`config.mk`:
```
export PLATFORM = sky130hd
export DESIGN_NAME = arb_mux_stream_flat
export DESIGN_NICKNAME = d
export VERILOG_FILES = /design/src/rtl/arb_mux_stream_if.sv /design/src/rtl/arb_mux_stream.sv /design/src/flat_wrapper.sv
export SDC_FILE = /design/constraint.sdc
export NUM_CORES = 1
export LEC_CHECK = 0
export CAP_MARGIN = 20
export CORE_UTILIZATION = 42
export DETAILED_ROUTE_END_ITERATION = 8
export PLACE_DENSITY = 0.8
export SLEW_MARGIN = 30
export SYNTH_ARGS = -nofsm -noshare
export SYNTH_HDL_FRONTEND = slang
export SYNTH_SLANG_ARGS = --single-unit
```
`constraint.sdc`:
```
create_clock -name clk -period 3.7 [get_ports clk]
set_input_delay 0.925 -clock clk [delete_from_list [all_inputs] [get_ports clk]]
set_output_delay 0.925 -clock clk [all_outputs]
set_load 0.05 [all_outputs]
```
`src/rtl/arb_mux_stream_if.sv`:
```
// Stream bundle between N producers, the arbitrating mux and one consumer.
interface arb_mux_stream_if #(
  parameter int unsigned WIDTH     = 8,
  parameter int unsigned SEL_WIDTH = 2
);
  localparam int unsigned N = 1 << SEL_WIDTH;

  logic [WIDTH*N-1:0]   in_data_flat;
  logic [N-1:0]         in_valid;
  logic [N-1:0]         in_last;
  logic [N-1:0]         in_ready;
  logic [WIDTH-1:0]     out_data;
  logic                 out_valid;
  logic                 out_last;
  logic [SEL_WIDTH-1:0] out_sel;
  logic                 out_ready;

  // Producer/consumer side of the bundle.
  modport master (
    output in_data_flat, in_valid, in_last, out_ready,
    input  in_ready, out_data, out_valid, out_last, out_sel
  );

  // Mux side of the bundle.
  modport slave (
    input  in_data_flat, in_valid, in_last, out_ready,
    output in_ready, out_data, out_valid, out_last, out_sel
  );
endinterface

```
`src/rtl/arb_mux_stream.sv`:
```
// N-channel packet-aware arbitrating stream mux with a registered output stage.
// A packet, once started, owns the output until its last beat is transferred.
module arb_mux_stream #(
  parameter int unsigned WIDTH     = 8,
  parameter int unsigned SEL_WIDTH = 2,
  parameter int unsigned MODE      = 0   // 0 = round-robin, 1 = fixed priority
) (
  input logic           clk,
  input logic           rst_n,
  arb_mux_stream_if.slave bus
);
  localparam int unsigned N = 1 << SEL_WIDTH;

  localparam logic [0:0] ST_OPEN   = 1'b0;
  localparam logic [0:0] ST_LOCKED = 1'b1;

  logic [0:0]           state_q, state_d;
  logic [SEL_WIDTH-1:0] lock_ch_q, lock_ch_d;
  logic [SEL_WIDTH-1:0] ptr_q, ptr_d;
  logic [WIDTH-1:0]     data_q, data_d;
  logic                 valid_q, valid_d;
  logic                 last_q, last_d;
  logic [SEL_WIDTH-1:0] sel_q, sel_d;

  logic                 load_c;
  logic                 gnt_any_c;
  logic [SEL_WIDTH-1:0] gnt_idx_c;
  logic [SEL_WIDTH-1:0] cand_c;
  logic [N-1:0]         gnt_c;
  logic [WIDTH-1:0]     gnt_data_c;
  logic                 gnt_last_c;
  logic                 xfer_c;

  // Output register may accept a new beat when empty or being drained.
  assign load_c = !valid_q || bus.out_ready;

  // Arbiter: locked channel wins outright, otherwise search by policy.
  always_comb begin
    gnt_any_c = 1'b0;
    gnt_idx_c = '0;
    cand_c    = '0;
    if (state_q == ST_LOCKED) begin
      gnt_any_c = 1'b1;
      gnt_idx_c = lock_ch_q;
    end else begin
      for (int unsigned k = 0; k < N; k++) begin
        if (MODE == 0) begin
          cand_c = ptr_q + SEL_WIDTH'(k);
        end else begin
          cand_c = SEL_WIDTH'(k);
        end
        if (!gnt_any_c && bus.in_valid[cand_c]) begin
          gnt_any_c = 1'b1;
          gnt_idx_c = cand_c;
        end
      end
    end
  end

  // One-hot grant vector.
  assign gnt_c = gnt_any_c ? (N'(1) << gnt_idx_c) : '0;

  // Payload of the granted channel.
  always_comb begin
    gnt_data_c = '0;
    gnt_last_c = 1'b0;
    for (int unsigned i = 0; i < N; i++) begin
      if (SEL_WIDTH'(i) == gnt_idx_c) begin
        gnt_data_c = bus.in_data_flat[WIDTH*i +: WIDTH];
        gnt_last_c = bus.in_last[i];
      end
    end
  end

  // Ready is held low while reset is asserted so nothing is accepted.
  assign bus.in_ready = (rst_n && load_c) ? gnt_c : '0;

  assign xfer_c = load_c && gnt_any_c && bus.in_valid[gnt_idx_c];

  // Next-state: output stage, packet lock and round-robin pointer.
  always_comb begin
    state_d   = state_q;
    lock_ch_d = lock_ch_q;
    ptr_d     = ptr_q;
    data_d    = data_q;
    valid_d   = valid_q;
    last_d    = last_q;
    sel_d     = sel_q;
    if (load_c) begin
      valid_d = xfer_c;
      if (xfer_c) begin
        data_d = gnt_data_c;
        last_d = gnt_last_c;
        sel_d  = gnt_idx_c;
        if (gnt_last_c) begin
          state_d = ST_OPEN;
          if (MODE == 0) begin
            ptr_d = gnt_idx_c + SEL_WIDTH'(1);
          end
        end else begin
          state_d   = ST_LOCKED;
          lock_ch_d = gnt_idx_c;
        end
      end
    end
  end

  // State and output registers.
  always_ff @(posedge clk or negedge rst_n) begin
    if (!rst_n) begin
      state_q   <= ST_OPEN;
      lock_ch_q <= '0;
      ptr_q     <= '0;
      data_q    <= '0;
      valid_q   <= 1'b0;
      last_q    <= 1'b0;
      sel_q     <= '0;
    end else begin
      state_q   <= state_d;
      lock_ch_q <= lock_ch_d;
      ptr_q     <= ptr_d;
      data_q    <= data_d;
      valid_q   <= valid_d;
      last_q    <= last_d;
      sel_q     <= sel_d;
    end
  end

  assign bus.out_data  = data_q;
  assign bus.out_valid = valid_q;
  assign bus.out_last  = last_q;
  assign bus.out_sel   = sel_q;

endmodule

```
`src/flat_wrapper.sv`:
```
// flat-port wrapper written by rule: the top's interface ports become plain ports
module arb_mux_stream_flat 
#(
  parameter int unsigned WIDTH     = 8,
  parameter int unsigned SEL_WIDTH = 2,
  parameter int unsigned MODE      = 0                                         
)
  (clk, rst_n, bus_in_data_flat, bus_in_valid, bus_in_last, bus_out_ready, bus_in_ready, bus_out_data, bus_out_valid, bus_out_last, bus_out_sel);
  arb_mux_stream_if #(.WIDTH(WIDTH), .SEL_WIDTH(SEL_WIDTH)) bus_i ();
  input logic clk;
  input logic rst_n;
  input wire logic [$bits(bus_i.in_data_flat)-1:0] bus_in_data_flat;
  input wire logic [$bits(bus_i.in_valid)-1:0] bus_in_valid;
  input wire logic [$bits(bus_i.in_last)-1:0] bus_in_last;
  input wire logic [$bits(bus_i.out_ready)-1:0] bus_out_ready;
  output wire logic [$bits(bus_i.in_ready)-1:0] bus_in_ready;
  output wire logic [$bits(bus_i.out_data)-1:0] bus_out_data;
  output wire logic [$bits(bus_i.out_valid)-1:0] bus_out_valid;
  output wire logic [$bits(bus_i.out_last)-1:0] bus_out_last;
  output wire logic [$bits(bus_i.out_sel)-1:0] bus_out_sel;
  assign bus_i.in_data_flat = bus_in_data_flat;
  assign bus_i.in_valid = bus_in_valid;
  assign bus_i.in_last = bus_in_last;
  assign bus_i.out_ready = bus_out_ready;
  assign bus_in_ready = bus_i.in_ready;
  assign bus_out_data = bus_i.out_data;
  assign bus_out_valid = bus_i.out_valid;
  assign bus_out_last = bus_i.out_last;
  assign bus_out_sel = bus_i.out_sel;
  arb_mux_stream #(.WIDTH(WIDTH), .SEL_WIDTH(SEL_WIDTH), .MODE(MODE)) u_core (.clk(clk), .rst_n(rst_n), .bus(bus_i));
endmodule
```
Yosys cells after proc, flatten, opt, wreduce, memory -nomap -nowiden --
Index checks and enable logic that the tools add are counted.
Operators by class: add/subtract/negate cells 4, order comparisons 5, equality and inequality tests 3, shift-type cells 1, muxes and demuxes 38, bitwise logic cells 1, reduce and logical (&&, ||, !) cells 15
Operators with widths (number):
- $mux 8 | 4
- $mux 1 | 18
- $mux 2 | 9
- $lt 2x3->1 const B | 5
- $bmux 1 s2 | 5
- $mux 4 | 2
- $logic_and 1x1->1 | 6
- $reduce_and 3->1 | 2
- $add 2x1->2 const B | 2
- $add 2x2->2 const B | 2
- $eq 2x2->1 const A | 2
- $logic_not 1->1 | 4
- $shl 1x2->4 const A | 1
- $eq 1x2->1 const A | 1
- $logic_not 2->1 | 1
- $reduce_and 2->1 | 1
- $logic_or 1x1->1 | 1
- $not 1->1 | 1
Word-level totals: flip-flop bits (word level) 17

Depth between registers and ports, before layout --
Gate-level depths: netlist of the first run.
depth in word-level cells 24, depth in mapped cells 13

Worst setup path after synthesis of the first run --
No wires, ideal clock.
path type input-to-output, from input port bus_in_valid[3], to output port bus_in_ready[1], data arrival time 2.926 ns, required time 2.775 ns, path slack -0.151 ns, stages on the path 9, buffers on the path 2, cells stage by stage buf_4 > or2_2 > mux2i_1 > a31oi_2 > inv_1 > ha_1 > clkbuf_1 > inv_1 > nor2_1
On the way: longest elaborated chain between the ends 19, elaborated cells on any way between the ends 30
RTL lines:
- from (decl) | line flat_wrapper.sv:13 | input wire logic [$bits(bus_i.in_valid)-1:0] bus_in_valid;
- $bmux 1 s2 | line arb_mux_stream.sv:52 | if (!gnt_any_c && bus.in_valid[cand_c]) begin
- $mux 1 (implied by the code) | line arb_mux_stream.sv:52
- $mux 1 | line arb_mux_stream.sv:52
- $mux 1 | line arb_mux_stream.sv:42 | if (state_q == ST_LOCKED) begin
- $logic_not 1->1 | line arb_mux_stream.sv:52
- $logic_and 1x1->1 | line arb_mux_stream.sv:52
- $mux 1 | line arb_mux_stream.sv:52
- $mux 1 | line arb_mux_stream.sv:42
- [... 4 more ...]
- $logic_not 1->1 | line arb_mux_stream.sv:52
- $logic_and 1x1->1 | line arb_mux_stream.sv:52
- $mux 2 (*) | line arb_mux_stream.sv:52
- $mux 2 (*) | line arb_mux_stream.sv:42
- named net u_core.gnt_idx_c[1] | line arb_mux_stream.sv:27 | logic [SEL_WIDTH-1:0] gnt_idx_c;
- $shl 1x2->4 (*) | line arb_mux_stream.sv:61 | assign gnt_c = gnt_any_c ? (N'(1) << gnt_idx_c) : '0;
- $mux 4 (*) | line arb_mux_stream.sv:61
- $mux 4 (*) | line arb_mux_stream.sv:76 | assign bus.in_ready = (rst_n && load_c) ? gnt_c : '0;
- to (decl) | line flat_wrapper.sv:16 | output wire logic [$bits(bus_i.in_ready)-1:0] bus_in_ready;
Mark *: on every way through the listed nets, which the timed path passes. The rest lies on a longest branch. The select of a mux whose other input is x is not followed.

Worst setup path in the final report of the first run --
from input port bus_in_valid[1], to output port bus_in_ready[3]
On the way: longest elaborated chain between the ends 19, elaborated cells on any way between the ends 30
RTL lines (line):
- $bmux 1 s2 | arb_mux_stream.sv:52
- $mux 1 (implied by the code) | arb_mux_stream.sv:52
- $mux 1 | arb_mux_stream.sv:52
- $mux 1 | arb_mux_stream.sv:42
- $logic_not 1->1 | arb_mux_stream.sv:52
- $logic_and 1x1->1 | arb_mux_stream.sv:52
- $mux 1 | arb_mux_stream.sv:52
- $mux 1 | arb_mux_stream.sv:42
- [... 3 more ...]
- $mux 1 | arb_mux_stream.sv:42
- $logic_not 1->1 | arb_mux_stream.sv:52
- $logic_and 1x1->1 | arb_mux_stream.sv:52
- $mux 2 | arb_mux_stream.sv:52
- $mux 2 | arb_mux_stream.sv:42
- $shl 1x2->4 | arb_mux_stream.sv:61
- $mux 4 (*) | arb_mux_stream.sv:61
- $mux 4 (*) | arb_mux_stream.sv:76
Every way passes the cells marked *; elsewhere a longest branch is shown, timed or not. The select of a mux whose other input is x is not followed.

==> results.ini, run 1 <==
[layout]
final_core_util_pct=69.1
mostFrequentLayoutCells=51 x sky130_fd_sc_hd__clkdlybuf4s50_1, 17 x sky130_fd_sc_hd__o21ai_0, 17 x sky130_fd_sc_hd__buf_4, 17 x sky130_fd_sc_hd__dfrtp_1, 13 x sky130_fd_sc_hd__nand2_1
antenna_cells_inserted=0
areaGrowthSynthToFinish_pct=55.7
final_cell_area_mm2=0.00213
drive_above_1_share_pct=25.6
fill_cells=237
final_nets=259
most_frequent_standard_cell_in_the_layout_excluding_fill_and_tap_cells=sky130_fd_sc_hd__clkdlybuf4s50_1

[clocking]
cts_num_sinks=17
tritoncts.num_buffers=3
clockRootBuffer=sky130_fd_sc_hd__clkbuf_4
postCtsSetupRepairBufs=0
worst_skew_pair.late_latency_ns=0.29
cts-hold-fix-buffers=0
clock_buffer_depth=2
clk_pin_slew_worst_paths_ns=0.10
htree_num_levels=1
tritoncts=built

[global_route]
grt-ovfl-total=0
grt_max_degree=18
grt_pass1_wl_um=5870
number_of_antenna_violations_at_the_first_check_in_global_routing=0
grt.total_usage_pct=22.0
vias_in_the_first_global_route=1259

[power_and_ir_drop]
max-vdd-ir-drop_mv=0.462
power.static_leakage_nw=0.930
post_layout_total_power_mw=2.04
powerDensity_mw_per_mm2=958

[setup_path]
critPathKind=in -> out
slowest_stage=sky130_fd_sc_hd__mux4_1
cp.required_ns=2.77
end_kind=primary output
crit_path_start_kind=primary input
critPathArrivalTime_ns=2.66
worst_path_largest_cell_delay_ns=0.58
timing.critical_path.fanout_max=6
path_cells=clkdlybuf4s50_1, mux4_1, nor2_2, a21oi_2, and3_2, buf_12

[placement]
place.detailed.hpwl_um=3170
routabilityCongestion=0.836
post_dp_cell_area_mm2=0.00208
detailedPlace.worstSlack_ns=-0.0779
placement.io_buffers=58

[floorplanning]
fp.dieH_um=59.0
fp.dieArea_mm2=0.00349
core_outline_area_mm2=0.00308
placement_rows=20
fp.dieW_um=59.0
initial_core_util_pct=44.4
boundaryPins=59

[timing]
hold_viol_final=0
hold_ws_ns=0.522
timing.final.ws_setup_ns=0.110
min_period_ns=3.59
slew_headroom_pct=65.6
rsz0062_at_grt=false
timing.clock.skew_ns=0.0116
fmax_mhz=279
tightestPinTransition_ns=0.515
final.period_utilization_pct=97.0
final_max_slew_viol_count=0
final-setup-viol-count=0

[synth]
postSynthAreaPerCell_um2=9.55
syn_area_mm2=0.00137
postSynthCellCount=143
synth_fp_nets=190
post_synthesis_register_bit_count=17
synth_seq_area_share_pct=31.1
synthesis.yosys.warnings=0
synth_cell_type_count=44

[route]
ant_nets=0
firstDrtPassIters=4
detailedRoute.firstIterationViolations=92
routedWlPerCell_um=14.9
dr_total_vias=1340
post-route-drc-count=0
vias_per_cell=5.25
routed_wl_um=3790

[run]
max_cap_viol_count=0

[min_path]
min_path_type=reg -> reg

[status]
outcome=completed

[path summary, 6_finish.rpt]
check / from / slack [ns] / cells after the start / endpoint
worst max-delay path: bus_in_valid[1] / 0.11 / 6 / bus_in_ready[3]
worst min-delay path: u_core.bus.out_data[6] / 0.52 / 1 / u_core.bus.out_data[6]
worst max register to register: u_core.ptr_q[1] / 0.80 / 11 / u_core.ptr_q[1]
worst min register to register: u_core.bus.out_data[6] / 0.52 / 1 / u_core.bus.out_data[6]
max in group asynchronous: rst_n / 2.43 / 2 / u_core.bus.out_data[6]
min in group asynchronous: rst_n / 1.08 / 2 / u_core.bus.out_data[4]
[power by group]
part / total [mW] / leakage (nW) / internal, mW / switching, mW
Combinational: 1.56 / 0.708 / 0.733 / 0.828
Sequential: 0.375 / 0.208 / 0.282 / 0.0928
Clock: 0.101 / 0.0139 / 0.0410 / 0.0601
Total: 2.04 / 0.930 / 1.06 / 0.981
[critical path: cells and delay by family]
family	cells	cell delay [ns]
muxes	1	0.58
and+or+nand+nor	2	0.39
buffers and inverters	2	0.67
AOI/OAI and AO/OA	1	0.10
[routing by layer]
metal,global-route usage (%),share of wire [%],vias up
met1,30.6,45,635
met3,1.53,3.6,2
met4,6.80,0.42,0
met2,36.5,51,38
met5,0,0,-
li1,-,-,665
[cell families after synthesis]
family	share of synthesized area, %
AOI/OAI and AO/OA	24.5
adders and majority gates	3.66
buffers and inverters	7.14
DFF	31.1
muxes	17.5
and+or+nand+nor	16.1
[synthesized netlist by cell type (all sizes together)]
library cell   n  area [um2]
o21ai         18        90.1
dfrtp         17         425
mux2          13         173
nand2         13        48.8
nor2           9        33.8
a221o          8        81.3
inv            7        26.3
buf            5        51.3
clkbuf         5        20.0
ha             4        50.1
mux2i          4        40.0
nand3          4        32.5
a21o           3        22.5
a21oi          3        18.8
and3           3        18.8
nand2b         3        18.8
a221oi         2        23.8
a22o           2        17.5
a311oi         2        17.5
a31oi          2        18.8
nor2b          2        12.5
nor3           2        10.0
or3b           2        17.5
a211oi         1        7.51
a21boi         1        7.51
a22oi          1        12.5
a31o           1        8.76
and3b          1        8.76
mux4           1        26.3
nand4          1        6.26
o31ai          1        7.51
or2            1        6.26
or3            1        6.26
[registers in the layout, indices dropped and copies added, names as in the netlist]
name,count
u_core.bus.out_data,8
u_core.bus.out_last,1
u_core.bus.out_sel,2
u_core.bus.out_valid,1
u_core.lock_ch_q,2
u_core.ptr_q,2
u_core.state_q,1
[layout make-up]
class	instances	area [um2]	area share, %
inverters	7	26.3	1.24
clock inverters	1	7.51	0.353
flip-flops and latches	17	425	20.0
clock buffers	3	22.5	1.06
repair buffers	74	728	34.2
multi-input cells	109	862	40.5
well taps	44	55.1	2.59
[repair_timing]
item,CTS,global route
setup endpoints to repair,4,4
gates resized for setup,2,8
cloned,0,0
pin swaps,1,0
[through the flow]
stage	instances	setup TNS [ns]
6_report	255	0
5_1_grt	255	0
4_1_cts	255	0
3_5_place_dp	251	-0.317
3_3_place_gp	251	-0.0225
2_1_floorplan	143	0
(Power assumes the default switching activity.)
==> run 2: changes to the inputs <==
- PLACE_DENSITY: 0.8 -> unset
- PLACE_DENSITY_LB_ADDON: unset -> 0.1
- SKIP_LAST_GASP: unset -> 1
==> run 2 against run 1 <==
- critical path depth grew 3
- setup slack gained 0.030 ns
- clock power is essentially flat
==> results.ini, run 2 (synthesis results as in run 1) <==
[status]
outcome=completed

[timing]
min_period_ns=3.56  ; -0.0296 ns
hold_viol_final=0  ; unchanged
final.period_utilization_pct=96.2  ; -0.80 points
slew_headroom_pct=65.6  ; about the same
final-setup-viol-count=0  ; unchanged
fmax_mhz=281  ; +0.83%
timing.clock.skew_ns=0.00891  ; -0.00266 ns
rsz0062_at_grt=true
hold_ws_ns=0.513  ; -0.00903 ns
setup-tns-final_ns=0  ; unchanged
tightestPinTransition_ns=0.514  ; -0.000629 ns
final_max_slew_viol_count=0  ; unchanged

[global_route]
grt.total_usage_pct=22.9  ; +0.93 points
grt_max_degree=19  ; +1
grt_pass1_wl_um=5950  ; +1.4%
grt-ovfl-total=0  ; unchanged
vias_in_the_first_global_route=1285  ; +2.1%
number_of_antenna_violations_at_the_first_check_in_global_routing=0  ; unchanged

[layout]
mostFrequentLayoutCells=50 x sky130_fd_sc_hd__clkdlybuf4s50_1, 18 x sky130_fd_sc_hd__o21ai_0, 17 x sky130_fd_sc_hd__dfrtp_1
antenna_cells_inserted=0  ; unchanged
most_frequent_standard_cell_in_the_layout_excluding_fill_and_tap_cells=sky130_fd_sc_hd__clkdlybuf4s50_1
largest_register_ffs=8  ; unchanged
final_nets=259  ; unchanged
areaGrowthSynthToFinish_pct=56.5
drive_above_1_share_pct=23.7  ; -1.9 points

[route]
detailedRoute.firstIterationViolations=24  ; -74%
firstDrtPassIters=4  ; unchanged
ant_nets=0  ; unchanged
dr_total_vias=1348  ; +0.60%
routedWlPerCell_um=14.6  ; -1.7%
post-route-drc-count=0  ; unchanged
routed_wl_um=3720  ; -1.7%
vias_per_cell=5.29  ; +0.60%

[power_and_ir_drop]
power.static_leakage_nw=0.959  ; +3.1%
post_layout_total_power_mw=2.03  ; -0.39%
powerDensity_mw_per_mm2=949  ; -0.92%
max-vdd-ir-drop_mv=0.492  ; +6.6%

[clocking]
tritoncts.num_buffers=3  ; unchanged
cts-hold-fix-buffers=0  ; unchanged
cts_num_sinks=17  ; unchanged
clock_buffer_depth=2  ; unchanged
clockRootBuffer=sky130_fd_sc_hd__clkbuf_4
postCtsSetupRepairBufs=0  ; unchanged
clk_pin_slew_worst_paths_ns=0.10  ; about the same
tritoncts=built
worst_skew_pair.late_latency_ns=0.30  ; about the same
htree_num_levels=1  ; unchanged

[floorplanning]
fp.dieH_um=59.0  ; unchanged
boundaryPins=59  ; unchanged
fp.dieArea_mm2=0.00349  ; unchanged
placement_rows=20  ; unchanged
initial_core_util_pct=44.4  ; unchanged
core_outline_area_mm2=0.00308  ; unchanged
fp.dieW_um=59.0  ; unchanged

[min_path]
min_to=u_core.bus.out_data[6]
min_path_type=reg -> reg
min_path_cells=1  ; unchanged
hold_path.startpoint=u_core.bus.out_data[6]

[setup_path]
worstReg2RegEnd=u_core.ptr_q[1]
r2r_cells=11  ; unchanged
worst_path_largest_cell_delay_ns=0.31  ; -0.27 ns
cp_num_buf_inv=4  ; +2
path_cells=dlygate4sd2_1, mux2i_1, a221oi_4, a22oi_2, buf_4, ha_1, inv_1, nor2_2, buf_12
end_kind=primary output
timing.critical_path.fanout_max=9  ; +3
worst-path-stages=9  ; +3
crit_path_start_kind=primary input
cp.required_ns=2.77  ; about the same
timing.reg2reg.setup_slack_ns=0.77  ; -0.03 ns
slowest_stage=sky130_fd_sc_hd__dlygate4sd2_1
critPathArrivalTime_ns=2.64  ; -0.02 ns
rr_startpoint=u_core.ptr_q[1]
critPathKind=in -> out
crit_family=buffers and inverters

[placement]
placement.io_buffers=58  ; unchanged
routabilityCongestion=0.808  ; -3.4%
place.detailed.hpwl_um=3100  ; -2.3%

[run]
max_cap_viol_count=0  ; unchanged

==> run 2: power breakdown <==
group          leakage [nW]  internal, mW  switching (mW)
logic                 0.733         0.732           0.823
clock network        0.0177        0.0403          0.0585
registers             0.208         0.282          0.0935
total                 0.959          1.05           0.975
==> run 2: cell type report <==
cell class | instances | area, um2
tap | 44 | 55.1
inverter | 7 | 26.3
clock inverter | 1 | 5.00
fill | 257 | 940
clock buffer | 3 | 22.5
timing repair buffer | 74 | 738
multi-input combinational | 109 | 866
sequential | 17 | 425
==> run 2: through the flow <==
| stage | instance area [um2] | worst slack [ns] | cells | util, % |
|---|---|---|---|---|
| floorplan | 1370 | 0.0588 | 143 | - |
| global placement | 2080 | -0.0438 | 251 | 67.6 |
| detailed placement | 2080 | -0.0884 | 251 | 67.6 |
| CTS | 2110 | 0.0210 | 255 | 68.5 |
| global route | 2140 | -0.00199 | 255 | 69.5 |
| finish | 2140 | 0.140 | 255 | 69.5 |
==> run 2: worst max path at each step <==
stage | from | to | slack [ns]
3_3_place_gp | bus_in_valid[3] | bus_in_ready[3] | -0.04
5_1_grt | bus_in_valid[3] | bus_in_ready[1] | -0.002
3_5_place_dp | bus_in_valid[3] | bus_in_ready[1] | -0.09
2_1_floorplan | bus_in_valid[3] | bus_in_ready[1] | 0.06
4_1_cts | bus_in_valid[2] | bus_in_ready[0] | 0.02
6_report | bus_in_valid[3] | bus_in_ready[2] | 0.14
==> run 2: worst reg2reg max path, delay by kind of cell, from the launching register on <==
| kind | cells | cell delay, ns |
|---|---|---|
| compound gates | 4 | 0.79 |
| simple gates | 2 | 0.28 |
| fa+ha+maj | 1 | 0.26 |
| buf+inv | 2 | 0.33 |
| flops | 1 | 0.54 |
| mux | 2 | 0.62 |
==> run 2: routing by layer <==
metal / part of all wire (%) / wire length, um / up-vias / global-route usage, %
met2: 46 / 1710 / 42 / 34.7
met1: 48 / 1770 / 635 / 33.1
met5: 0 / 0 / - / 0
met3: 5.1 / 188 / 7 / 4.59
met4: 1.3 / 47 / 0 / 6.46
li1: - / - / 664 / -
==> run 2: timing repair <==
item | in CTS | in global routing
endpoints found under the setup margin | 4 | 4
resized for setup | 1 | 7
hold endpoints to repair | 0 | 0
==> run 3: changes to the inputs <==
- ABC_AREA: unset -> 1
- CORE_UTILIZATION: 42 -> 43
==> run 3 against run 2 <==
- sequential share of layout area down 1.9 points
- global-route usage grew 2.3 points
- clock skew rose by 0.0036 ns
- worst hold slack lost 0.032 ns
- setup slack worse by 0.036 ns
- utilization increased by 7.2 points
- final area is 10% higher
- routed wire length rose by 12%
- die area unchanged
==> results.ini, run 3 <==
[route]
vias_per_cell=4.86  ; -8.0%
routedWlPerCell_um=12.3  ; -16%
dr_total_vias=1654  ; +23%
detailedRoute.firstIterationViolations=78  ; +230%
firstDrtPassIters=5  ; +1
routed_wl_um=4170  ; +12%
post-route-drc-count=0  ; unchanged
ant_nets=0  ; unchanged

[synth]
synth-async-reset-ratio_pct=100  ; unchanged
synth_compound_area_share_pct=13.0  ; -11 points
synth_top_cells_by_count=91 x sky130_fd_sc_hd__nand2_1, 21 x sky130_fd_sc_hd__o21ai_0, 20 x sky130_fd_sc_hd__nand3_1
synth_cell_type_count=25  ; -43%
ys.flop_type=sky130_fd_sc_hd__dfrtp_1
area_share_of_fa_ha_maj_cells_after_synthesis_pct=3.58  ; -0.085 points
postSynthCellCount=215  ; +50%
synthDominantAreaCellType=sky130_fd_sc_hd__dfrtp_1
yosys.area_share.simple_pct=45.4  ; +29 points
dominant_combinational_cell_family_by_area_after_synthesis=simple AND/OR/NAND/NOR gates
postSynthAreaPerCell_um2=6.51  ; -32%
yosysTopAreaCellShare_pct=30.4  ; -0.72 points
cell_with_the_most_instances_after_synthesis=sky130_fd_sc_hd__nand2_1
synth-edff-count=0  ; unchanged
syn_area_mm2=0.00140  ; +2.4%
post_synthesis_register_bit_count=17  ; unchanged
synth_fp_nets=262  ; +38%
synth_seq_area_share_pct=30.4  ; -0.72 points
yosys-top-cells-area=sky130_fd_sc_hd__dfrtp_1 30%, sky130_fd_sc_hd__nand2_1 24%, sky130_fd_sc_hd__o21ai_0 7.5%, sky130_fd_sc_hd__nand3_1 7.2%, sky130_fd_sc_hd__nand3_2 4.3%
synthesis.yosys.warnings=0  ; unchanged
xor_xnor_cell_area_share_of_the_yosys_netlist_pct=0  ; unchanged
post_synthesis_mux_area_share_pct=0  ; -17 points

[layout]
largest_register_ffs=8  ; unchanged
antenna_cells_inserted=0  ; unchanged
drive_above_1_share_pct=24.0  ; +0.29 points
final_nets=344  ; +33%
most_frequent_standard_cell_in_the_layout_excluding_fill_and_tap_cells=sky130_fd_sc_hd__nand2_1
final_cell_area_mm2=0.00236  ; +10%
mostFrequentLayoutCells=90 x sky130_fd_sc_hd__nand2_1, 50 x sky130_fd_sc_hd__clkdlybuf4s50_1, 27 x sky130_fd_sc_hd__buf_4
final_core_util_pct=76.7  ; +7.2 points
areaGrowthSynthToFinish_pct=68.8

[timing]
slew_headroom_pct=66.4  ; +0.83 points
final.period_utilization_pct=97.2  ; +0.98 points
final-setup-viol-count=0  ; unchanged
fmax_mhz=278  ; -1.0%
timing.clock.skew_ns=0.0126  ; +0.00365 ns
min_period_ns=3.60  ; +0.0362 ns
final_max_slew_viol_count=0  ; unchanged
hold_viol_final=0  ; unchanged
tightestPinTransition_ns=0.502  ; -0.0123 ns
rsz0062_at_grt=true

[global_route]
number_of_antenna_violations_at_the_first_check_in_global_routing=0  ; unchanged
vias_in_the_first_global_route=1549  ; +21%
grt.total_usage_pct=25.3  ; +2.3 points
grt_max_degree=19  ; unchanged
grt_pass1_wl_um=6580  ; +11%
grt-ovfl-total=0  ; unchanged

[placement]
post_dp_cell_area_mm2=0.00223  ; +7.2%
routabilityCongestion=0.856  ; +5.9%
place.detailed.hpwl_um=3130  ; +1.1%
placement.io_buffers=58  ; unchanged

[setup_path]
end_kind=primary output
r2r_cells=23  ; +12
critPathKind=in -> out
critPathArrivalTime_ns=2.67  ; +0.03 ns
worst_path_largest_cell_delay_ns=0.26  ; -0.05 ns
crit_path_start_kind=primary input
path_cells=dlygate4sd2_1, inv_1, nand2_1, nand3_2, nand2_2, nor2_1, nor2_1, nand2_1, nand3_2, nand2_4, inv_4, ha_2, nor3b_4, buf_12
timing.critical_path.fanout_max=5  ; -4
slowest_stage=sky130_fd_sc_hd__dlygate4sd2_1
cp.required_ns=2.77  ; about the same

[floorplanning]
fp.dieArea_mm2=0.00349  ; unchanged
placement_rows=20  ; unchanged
fp.dieH_um=59.0  ; unchanged
core_outline_area_mm2=0.00308  ; unchanged
initial_core_util_pct=45.4  ; +1.1 points
fp.dieW_um=59.0  ; unchanged
boundaryPins=59  ; unchanged

[status]
outcome=completed

[clocking]
clockRootBuffer=sky130_fd_sc_hd__clkbuf_4
tritoncts=built
cts_num_sinks=17  ; unchanged
clk_pin_slew_worst_paths_ns=0.09  ; about the same
tritoncts.num_buffers=3  ; unchanged
htree_num_levels=1  ; unchanged
clock_buffer_depth=2  ; unchanged
worst_skew_pair.late_latency_ns=0.30  ; about the same

[min_path]
min_path_type=reg -> reg
min_path_cells=2  ; +1

[run]
max_cap_viol_count=0  ; unchanged

-- run 3: cells by family after synthesis --
group / count (synthesis)
compound gates: 35
simple gates: 137
flops: 17
fa+ha+maj: 4
buf+inv: 22
-- run 3: critical path, delay by kind of cell --
kind	cells	cell delay, ns
and+or+nand+nor	9	1.01
buffers and inverters	4	0.56
adders and majority gates	1	0.17
-- run 3: timing repair --
item / CTS / global route
gates resized for setup: 21 / 0
setup endpoints to repair: 4 / 3
pin swaps: 11 / 4
cloned: 0 / 0
buffers inserted: 4 / 1
hold buffers: 0 / 0
-- run 3: layout make-up --
cell class | count | area [um2]
fill | 261 | 717
multi-input combinational | 176 | 980
clock buffer | 4 | 26.3
timing repair buffer | 85 | 818
inverter | 14 | 56.3
tap | 44 | 55.1
sequential | 17 | 425
-- run 3: final timing paths --
| path | endpoint | slack [ns] | startpoint |
|---|---|---|---|
| setup / recovery | bus_in_ready[0] | 0.10 | bus_in_valid[3] |
| hold / removal | u_core.bus.out_data[1] | 0.48 | u_core.bus.out_data[1] |
| setup reg to reg | u_core.lock_ch_q[1] | 0.54 | u_core.ptr_q[0] |
| hold reg to reg | u_core.bus.out_data[1] | 0.48 | u_core.bus.out_data[1] |
| max in group asynchronous | u_core.bus.out_data[3] | 2.48 | rst_n |
| min in group asynchronous | u_core.ptr_q[1] | 1.02 | rst_n |
-- run 3: metal layers --
metal | track usage, % | vias to the layer above | part of all wire (%)
li1 | - | 865 | -
met1 | 29.0 | 740 | 42
met2 | 45.8 | 43 | 52
met3 | 6.33 | 6 | 4.5
met4 | 7.82 | 0 | 1.4
met5 | 0 | - | 0
-- run 3: metrics by stage --
step	setup TNS (ns)	std cells	worst slack [ns]	hold WS, ns
2_1_floorplan	-0.0100	215	-0.0100	0.449
5_1_grt	-0.0410	340	-0.0257	0.501
3_5_place_dp	-0.591	331	-0.172	0.462
4_1_cts	0	339	0.106	0.488
6_report	0	340	0.104	0.481
3_3_place_gp	-0.364	331	-0.108	0.460
Power of run 3 is left out: the tool's default activity adds up to more than one toggle a clock period on the data nets, which glitch-free logic cannot reach.
